==> config.mk <==
export PLATFORM = sky130hd
export DESIGN_NAME = bcd_field_editor_flat
export DESIGN_NICKNAME = d
export VERILOG_FILES = /design/src/rtl/bcd_field_editor_if.sv /design/src/rtl/bcd_field_editor.sv /design/src/flat_wrapper.sv
export SDC_FILE = /design/constraint.sdc
export NUM_CORES = 1
export LEC_CHECK = 0
export CAP_MARGIN = 5
export CORE_MARGIN = 5
export CORE_UTILIZATION = 55
export DETAILED_ROUTE_END_ITERATION = 7
export GPL_TIMING_DRIVEN = 0
export PLACE_DENSITY = 0.77
export SLEW_MARGIN = 25
export SYNTH_ARGS = -nofsm -noshare
export SYNTH_HDL_FRONTEND = slang
export SYNTH_SLANG_ARGS = --single-unit
export TNS_END_PERCENT = 10
==> constraint.sdc <==
create_clock -name clk -period 3.68 [get_ports clk]
set_input_delay 0.736 -clock clk [delete_from_list [all_inputs] [get_ports clk]]
set_output_delay 0.736 -clock clk [all_outputs]
set_load 0.02 [all_outputs]
==> src/rtl/bcd_field_editor_if.sv <==
// bcd_field_editor_if
//   Groups the set-up path signals of the BCD field editor.
//   master : drives EN, load_data and the four debounced button levels,
//            observes data_out, cursor, editing, changed.
//   slave  : the editor itself (mirror image of master).
interface bcd_field_editor_if #(
  parameter int NFIELDS = 3
);
  localparam int CW = (NFIELDS > 1) ? $clog2(NFIELDS) : 1;

  logic                   EN;
  logic [8*NFIELDS-1:0]   load_data;
  logic                   BTup;
  logic                   BTdown;
  logic                   BTl;
  logic                   BTr;
  logic [8*NFIELDS-1:0]   data_out;
  logic [CW-1:0]          cursor;
  logic                   editing;
  logic                   changed;

  modport master (
    output EN, load_data, BTup, BTdown, BTl, BTr,
    input  data_out, cursor, editing, changed
  );

  modport slave (
    input  EN, load_data, BTup, BTdown, BTl, BTr,
    output data_out, cursor, editing, changed
  );
endinterface

==> src/rtl/bcd_field_editor.sv <==
// bcd_field_editor
//   Edits a packed value of NFIELDS two-digit BCD fields in place. On EN the
//   value is captured (invalid or over-range fields forced to 00), then
//   left/right buttons move a field cursor and up/down step the selected
//   field in BCD, with per-field maximum, wrap/saturate and auto-repeat.
//   Ports:
//     clk, reset        : clock, synchronous active-high reset
//     bus (slave)       : EN, load_data, BTup/BTdown/BTl/BTr in;
//                         data_out, cursor, editing, changed out (all registered)
module bcd_field_editor #(
  parameter int                   NFIELDS      = 3,
  parameter logic [8*NFIELDS-1:0] FIELD_MAX    = {8'h23, 8'h59, 8'h59},
  parameter bit                   WRAP         = 1'b1,
  parameter logic [15:0]          REPEAT_DELAY = 16'd25000,
  parameter logic [15:0]          REPEAT_RATE  = 16'd5000
) (
  input  logic              clk,
  input  logic              reset,
  bcd_field_editor_if.slave bus
);
  localparam int W  = 8 * NFIELDS;
  localparam int CW = (NFIELDS > 1) ? $clog2(NFIELDS) : 1;

  typedef enum logic [1:0] {S_IDLE = 2'd0, S_LOAD = 2'd1, S_EDIT = 2'd2} state_t;

  state_t        state_q, state_d;
  logic [W-1:0]  data_q, data_d;
  logic [CW-1:0] cursor_q, cursor_d;
  logic          editing_q, editing_d;
  logic          changed_q, changed_d;
  logic          pend_q, pend_d;      // a button modified data_out this edge
  logic [3:0]    btn_prev_q, btn_prev_d;
  logic [15:0]   rep_q, rep_d;

  function automatic logic [7:0] bcd_inc(input logic [7:0] v, input logic [7:0] mx);
    if (v == mx)               return WRAP ? 8'h00 : v;
    else if (v[3:0] == 4'd9)   return {v[7:4] + 4'd1, 4'h0};
    else                       return {v[7:4], v[3:0] + 4'd1};
  endfunction

  function automatic logic [7:0] bcd_dec(input logic [7:0] v, input logic [7:0] mx);
    if (v == 8'h00)            return WRAP ? mx : v;
    else if (v[3:0] == 4'd0)   return {v[7:4] - 4'd1, 4'h9};
    else                       return {v[7:4], v[3:0] - 4'd1};
  endfunction

  // Ordering of valid BCD codes matches their binary ordering, so a plain
  // compare against the maximum is enough once both nibbles are known valid.
  function automatic logic [7:0] sanitise(input logic [7:0] v, input logic [7:0] mx);
    if (v[7:4] > 4'd9 || v[3:0] > 4'd9 || v > mx) return 8'h00;
    else                                          return v;
  endfunction

  // Button order in the edge registers: {up, down, left, right}
  logic [3:0] btn, rise;
  assign btn  = {bus.BTup, bus.BTdown, bus.BTl, bus.BTr};
  assign rise = btn & ~btn_prev_q;

  // Both up and down held (or both rising) is treated as no request at all.
  logic one_held, press, rep_fire;
  logic [16:0] rep_inc;
  assign one_held = bus.BTup ^ bus.BTdown;
  assign press    = one_held && (rise[3] || rise[2]);
  assign rep_inc  = {1'b0, rep_q} + 17'd1;
  // After the first repeat the counter is parked at REPEAT_DELAY, so every
  // later repeat is the moment it climbs REPEAT_RATE above that.
  assign rep_fire = !press && ((rep_inc == {1'b0, REPEAT_DELAY}) ||
                    (rep_inc == ({1'b0, REPEAT_DELAY} + {1'b0, REPEAT_RATE})));

  logic [7:0] fld_cur  [NFIELDS];
  logic [7:0] fld_step [NFIELDS];
  logic [7:0] fld_load [NFIELDS];

  // Field gi sits at bits [W-1-8*gi -: 8]; field 0 is most significant.
  for (genvar gi = 0; gi < NFIELDS; gi++) begin : g_field
    assign fld_cur[gi]  = data_q[W-1-8*gi -: 8];
    assign fld_step[gi] = bus.BTup ? bcd_inc(fld_cur[gi], FIELD_MAX[W-1-8*gi -: 8])
                                   : bcd_dec(fld_cur[gi], FIELD_MAX[W-1-8*gi -: 8]);
    assign fld_load[gi] = sanitise(bus.load_data[W-1-8*gi -: 8], FIELD_MAX[W-1-8*gi -: 8]);
  end

  always_comb begin
    state_d    = state_q;
    data_d     = data_q;
    cursor_d   = cursor_q;
    rep_d      = '0;
    pend_d     = 1'b0;
    changed_d  = pend_q;
    btn_prev_d = btn;
    case (state_q)
      S_IDLE: begin
        cursor_d = '0;
        if (bus.EN) state_d = S_LOAD;
      end
      S_LOAD: begin
        cursor_d = '0;
        if (bus.EN) begin
          state_d = S_EDIT;
          for (int i = 0; i < NFIELDS; i++) data_d[W-1-8*i -: 8] = fld_load[i];
        end else begin
          state_d = S_IDLE;
        end
      end
      S_EDIT: begin
        if (!bus.EN) begin
          state_d  = S_IDLE;
          cursor_d = '0;
        end else begin
          if (rise[1] && !rise[0])
            cursor_d = (cursor_q == '0) ? CW'(NFIELDS - 1) : cursor_q - CW'(1);
          else if (rise[0] && !rise[1])
            cursor_d = (cursor_q == CW'(NFIELDS - 1)) ? '0 : cursor_q + CW'(1);
          if (one_held && !press)
            rep_d = rep_fire ? REPEAT_DELAY : rep_inc[15:0];
          // Step uses the pre-move cursor.
          if (one_held && (press || rep_fire)) begin
            for (int i = 0; i < NFIELDS; i++) begin
              if (cursor_q == CW'(i)) begin
                data_d[W-1-8*i -: 8] = fld_step[i];
                if (fld_step[i] != fld_cur[i]) pend_d = 1'b1;
              end
            end
          end
        end
      end
      default: state_d = S_IDLE;
    endcase
    editing_d = (state_d == S_EDIT);
  end

  always_ff @(posedge clk) begin
    if (reset) begin
      state_q    <= S_IDLE;
      data_q     <= '0;
      cursor_q   <= '0;
      editing_q  <= 1'b0;
      changed_q  <= 1'b0;
      pend_q     <= 1'b0;
      btn_prev_q <= '0;
      rep_q      <= '0;
    end else begin
      state_q    <= state_d;
      data_q     <= data_d;
      cursor_q   <= cursor_d;
      editing_q  <= editing_d;
      changed_q  <= changed_d;
      pend_q     <= pend_d;
      btn_prev_q <= btn_prev_d;
      rep_q      <= rep_d;
    end
  end

  assign bus.data_out = data_q;
  assign bus.cursor   = cursor_q;
  assign bus.editing  = editing_q;
  assign bus.changed  = changed_q;
endmodule

==> src/flat_wrapper.sv <==
// flat-port wrapper written by rule: the top's interface ports become plain ports
module bcd_field_editor_flat 
#(
  parameter int                   NFIELDS      = 3,
  parameter logic [8*NFIELDS-1:0] FIELD_MAX    = {8'h23, 8'h59, 8'h59},
  parameter bit                   WRAP         = 1'b1,
  parameter logic [15:0]          REPEAT_DELAY = 16'd25000,
  parameter logic [15:0]          REPEAT_RATE  = 16'd5000
)
  (clk, reset, bus_EN, bus_load_data, bus_BTup, bus_BTdown, bus_BTl, bus_BTr, bus_data_out, bus_cursor, bus_editing, bus_changed);
  bcd_field_editor_if #(.NFIELDS(NFIELDS)) bus_i ();
  input  logic clk;
  input  logic reset;
  input wire logic [$bits(bus_i.EN)-1:0] bus_EN;
  input wire logic [$bits(bus_i.load_data)-1:0] bus_load_data;
  input wire logic [$bits(bus_i.BTup)-1:0] bus_BTup;
  input wire logic [$bits(bus_i.BTdown)-1:0] bus_BTdown;
  input wire logic [$bits(bus_i.BTl)-1:0] bus_BTl;
  input wire logic [$bits(bus_i.BTr)-1:0] bus_BTr;
  output wire logic [$bits(bus_i.data_out)-1:0] bus_data_out;
  output wire logic [$bits(bus_i.cursor)-1:0] bus_cursor;
  output wire logic [$bits(bus_i.editing)-1:0] bus_editing;
  output wire logic [$bits(bus_i.changed)-1:0] bus_changed;
  assign bus_i.EN = bus_EN;
  assign bus_i.load_data = bus_load_data;
  assign bus_i.BTup = bus_BTup;
  assign bus_i.BTdown = bus_BTdown;
  assign bus_i.BTl = bus_BTl;
  assign bus_i.BTr = bus_BTr;
  assign bus_data_out = bus_i.data_out;
  assign bus_cursor = bus_i.cursor;
  assign bus_editing = bus_i.editing;
  assign bus_changed = bus_i.changed;
  bcd_field_editor #(.NFIELDS(NFIELDS), .FIELD_MAX(FIELD_MAX), .WRAP(WRAP), .REPEAT_DELAY(REPEAT_DELAY), .REPEAT_RATE(REPEAT_RATE)) u_core (.clk(clk), .reset(reset), .bus(bus_i));
endmodule
* After elaboration in Yosys (flattened, before gate mapping)
Index checks and enable logic that the tools add are counted.
** Cells by class
- Reductions and logical operators :: 36
- Add/sub/neg operators :: 15
- Eq/ne operators :: 23
- Mux-type cells :: 42
- Bitwise gates (word level) :: 7
- Order comparisons :: 9
** Operators with widths (count)
- 8-bit 2-to-1 mux :: 21
- 24-bit 2-to-1 mux :: 3
- 24-bit one-hot mux with 2 select lines :: 1
- 17-bit by 15-bit == test with 1-bit output (second input constant) :: 2
- 4-bit by 1-bit adder with 4-bit output (second input constant) :: 6
- 4-bit > comparator (second input constant) :: 6
- 8-bit zero test :: 3
- 8-bit != test :: 3
- 4-bit by 1-bit subtractor with 4-bit output (second input constant) :: 6
- 16-bit by 1-bit adder with 17-bit output (second input constant) :: 1
- 8-bit by 7-bit == test with 1-bit output (second input constant) :: 2
- 8-bit by 7-bit > comparator with 1-bit output (second input constant) :: 2
- 2-bit 2-to-1 mux :: 8
- 15-bit 2-to-1 mux :: 1
- 5-bit AND reduction :: 3
- 4-bit == test (second input constant) :: 3
- 4-bit zero test :: 3
- 1-bit logical OR :: 9
- 8-bit by 6-bit == test with 1-bit output (second input constant) :: 1
- 8-bit by 6-bit > comparator with 1-bit output (second input constant) :: 1
- 2-bit by 1-bit != test with 1-bit output (second input constant) :: 4
- 4-bit OR reduction :: 2
- 2-bit == test (second input constant) :: 3
- 1-bit logical AND :: 6
- other kinds (18) :: 32
** Word-level totals
- Flip-flop bits (word level) :: 51
- Bits of input ports :: 31
- Output and inout port bits :: 28
- Word-level logic and storage cells :: 143

* Longest topological paths before layout
- Depth in word-level cells :: 11
- Gate-level depth with buffers :: 12
- Depth with buffers taken out :: 10

* Worst setup path before layout
OpenSTA, ideal clock, no wires.
- Kind :: register -> register
- Start point :: reg u_core.rep_q[0]
- End point :: reg u_core.data_q[14], in the netlist u_core.bus.data_out[14]
- Setup time :: 135 ps
- Required time :: 3545 ps
- Path slack :: 762 ps
- Stages on the path, launching flop included :: 13
- Data arrival time :: 2783 ps
- Clock period less this slack :: 2918 ps
- Buffers on the path :: 3
- Cells stage by stage :: dfxtp_1 -> ha_1 -> clkbuf_1 -> and4_4 -> buf_6 -> a2111oi_4 -> o21bai_1 -> a2111oi_4 -> a31oi_2 -> o221ai_2 -> and2_1 -> buf_2 -> a311oi_1
** On the way
- Cells in the longest elaborated chain, start to end :: 8
- Elaborated cells between the ends (all ways) :: 9
- Classes of those cells :: add/sub: 1; eq/ne: 3; reduce/logical: 5
** RTL lines
- start, declared :: line bcd_field_editor.sv:33 : logic [15:0] rep_q, rep_d;
- start signal, assigned :: line bcd_field_editor.sv:149 : rep_q <= rep_d;
- 16-bit by 1-bit adder with 17-bit output (*) :: line bcd_field_editor.sv:64 : assign rep_inc = {1'b0, rep_q} + 17'd1;
- 17-bit by 15-bit == test with 1-bit output (on tied branches) :: line bcd_field_editor.sv:67, bcd_field_editor.sv:68
- 1-bit logical OR (*) :: line bcd_field_editor.sv:67 : assign rep_fire = !press && ((rep_inc == {1'b0, REPEAT_DELAY}) ||
- 1-bit logical AND (*) :: line bcd_field_editor.sv:67
- 1-bit logical OR (*) :: line bcd_field_editor.sv:116 : if (one_held && (press || rep_fire)) begin
- 1-bit logical AND (*) :: line bcd_field_editor.sv:116
- 2-bit by 1-bit != test with 1-bit output (no source line) (*)
- 5-bit AND reduction (no source line) (*)
- end signal, assigned :: line bcd_field_editor.sv:143 : data_q <= data_d;
- end, declared :: line bcd_field_editor.sv:27 : logic [W-1:0] data_q, data_d;
Every way passes the cells marked *; elsewhere a longest branch is shown, timed or not.
A chain may end at the register's enable or synchronous reset.

* Final worst setup path
- Start point :: reg u_core.rep_q[0]
- End point :: reg u_core.data_q[6], in the netlist u_core.bus.data_out[6]
The elaborated chain is that of the path after synthesis.

==> metrics.txt <==
status completed; final count of hold timing violations 0; Worst Skew 0.0114 ns; Yosys cell types 61; overall power 1230 uW; fin. max-slew vios 0; Worst setup EP type flip-flop; Max Freq 0.292 GHz; Layout area overhead 20.2%; peak supply drop 0.234 mV; number of buffers inserted by port buffering 56; num rows 31; Tcrit/Tclk final 93.1%; post-route cell area 4790 um2; cts bufs inserted 5; synthesized area per cell 7.70 um2; routed vias/inst 6.01; RSZ-0062 raised after global routing true; routed wl met3 768 um; post-CTS sizing 0; Top delay family on crit path compound AO/OA/AOI/OAI gates; Async SR Flop Fraction 0%; GPL Wtd Cong 0.898; Detail Route Antenna Nets 0; top layer in use met4; CP peak stage delay 0.49 ns; Synth warnings 0; Leak Pwr 0.00160 uW; Rel. slew slack 41.8%; WP data arrival 3.61 ns; Skew-Pair Late Insertion Delay 0.33 ns; Initial Utilization 55.6%; IO Count 59; pwr/cell area 257 nW/um2; drt first pass iters 5; ant diodes 0; EDFF count, synth 0; setup ws final 0.253 ns; DRT Wirelength 10,800 um; Slowest cell on crit path dfxtp_1; WHS 0.446 ns; vias in the first global route 3,810; Synthesized Nets 576; Register Area 1020 um2; register area share after synthesis 25.6%; filler instances 653; first-pass GRT wire length 17,800 um; total global-route track usage 24.3%; Finished Layout Cells 681; Post-Syn Area 3990 um2; total grt overflow 0; WL met2 5160 um; pre-CTS setup slack 0.248 ns; via count 4,090; CP cell instances ha_1 > clkbuf_1 > and4_4 > buf_6 > nand4_1 > xor2_1 > mux2i_1 > a31oi_2 > o221ai_4 > and2_1 > buf_2 > a311oi_1; # nets final 639; Setup crit start kind flip-flop; main flop type after synthesis dfxtp_1; initial antenna violation count 0; largest net degree at the start of global routing 19; CTS tree yes; WL/cell 15.9 um; detailed placer's ending HPWL 8020 um; Hold WC Path Type flip-flop to flip-flop; dpl cells 673; Multi-input gate area 2720 um2; Core Region 7180 um2; drt first-iter violations 272; Clock transition at path regs 0.11 ns; Crit path buffers/inverters 3; die area 9060 um2; CTS Root Cell clkbuf_8; Crit Path Max Fanout 9; share of cells above drive strength 1 5.33%; clock buffer depth 2; Synth Instances 518; final setup vio count 0; Setup CP Type flip-flop to flip-flop; DR DRC count 0; Final Critical Period 3.43 ns; critical path required time 3.86 ns; Die Y 95.2 um; # Max-Cap Violations 0; H-tree levels 2; Post-DP Area 4670 um2; Die Span X 95.2 um; clk sinks 51; hold bufs inserted after CTS 0; post-synthesis register bit count 51; M1 WL 4650 um; Slew @ Worst Pin 0.866 ns; Post-CTS Setup Bufs 0; most frequent cells in the layout a21oi_1 (56), clkdlybuf4s50_1 (56), dfxtp_1 (51)
-- Yosys cell counts (6+ instances only) --
library cell / n / area, um2
nand4_1: 8 / 50.1
and3_1: 10 / 62.6
nor2_1: 39 / 146
dfxtp_1: 51 / 1020
a211oi_1: 17 / 128
a22oi_1: 10 / 75.1
ha_1: 27 / 338
clkbuf_1: 26 / 97.6
a311oi_1: 7 / 61.3
nand3_1: 22 / 110
o21ai_0: 25 / 125
a31oi_1: 8 / 50.1
nand2_1: 38 / 143
buf_2: 6 / 30.0
nand2b_1: 11 / 68.8
nor2b_1: 15 / 93.8
mux2i_1: 6 / 60.1
a21oi_1: 56 / 280
and2_1: 9 / 56.3
xnor2_1: 14 / 123
o22ai_1: 8 / 50.1
inv_1: 26 / 97.6
-- routing by layer --
| metal | GRT usage, % | up-vias |
|---|---|---|
| li1 | - | 2027 |
| met1 | 30.9 | 1866 |
| met2 | 40.6 | 171 |
| met3 | 5.29 | 26 |
| met4 | 8.29 | 0 |
| met5 | 0 | - |
-- flip-flops by register name, summed over array words and instances (netlist names) --
register / count
u_core.state_q: 2
u_core.bus.data_out: 24
u_core.bus.cursor: 2
u_core.bus.changed: 1
u_core.rep_q: 16
u_core.btn_prev_q: 4
u_core.bus.editing: 1
u_core.changed_d: 1
-- final cells by class --
cell class / count / area share, %
sequential: 51 / 21.3
multi-input combinational: 404 / 56.7
timing repair buffer: 56 / 11.7
buffer: 37 / 3.68
clock buffer: 5 / 1.44
clock inverter: 3 / 0.600
inverter: 26 / 2.04
tap: 99 / 2.58
-- through the flow --
stage          TNS (ns)  utilization [%]
6_report              0             66.8
3_3_place_gp          0             65.1
2_1_floorplan         0                -
3_5_place_dp          0             65.1
5_1_grt         -0.0307             66.8
4_1_cts               0             66.5
-- final timing paths --
kind	start	endpoint	slack, ns	cells after the start
min reg2reg	u_core.changed_d	u_core.bus.changed	0.45	1
max	u_core.rep_q[0]	u_core.bus.data_out[6]	0.25	12
max reg2reg	u_core.rep_q[0]	u_core.bus.data_out[6]	0.25	12
min	u_core.changed_d	u_core.bus.changed	0.45	1
-- cells by family (layout without fill, tap and decap cells) --
group / Yosys count / after routing / share of synthesized area [%]
xor+xnor: 19 / 19 / 4.17
buf+inv: 63 / 127 / 6.87
flops: 51 / 51 / 25.6
simple gates: 178 / 178 / 23.0
compound gates: 173 / 173 / 30.1
fa+ha+maj: 27 / 27 / 8.47
mux: 7 / 7 / 1.79
-- power by group --
part,total (uW),switching [uW],internal (uW)
registers,591,24.1,567
logic,289,160,129
clock network,352,211,141
total,1230,394,838
No activity file was read; power rests on OpenSTA's default activity.
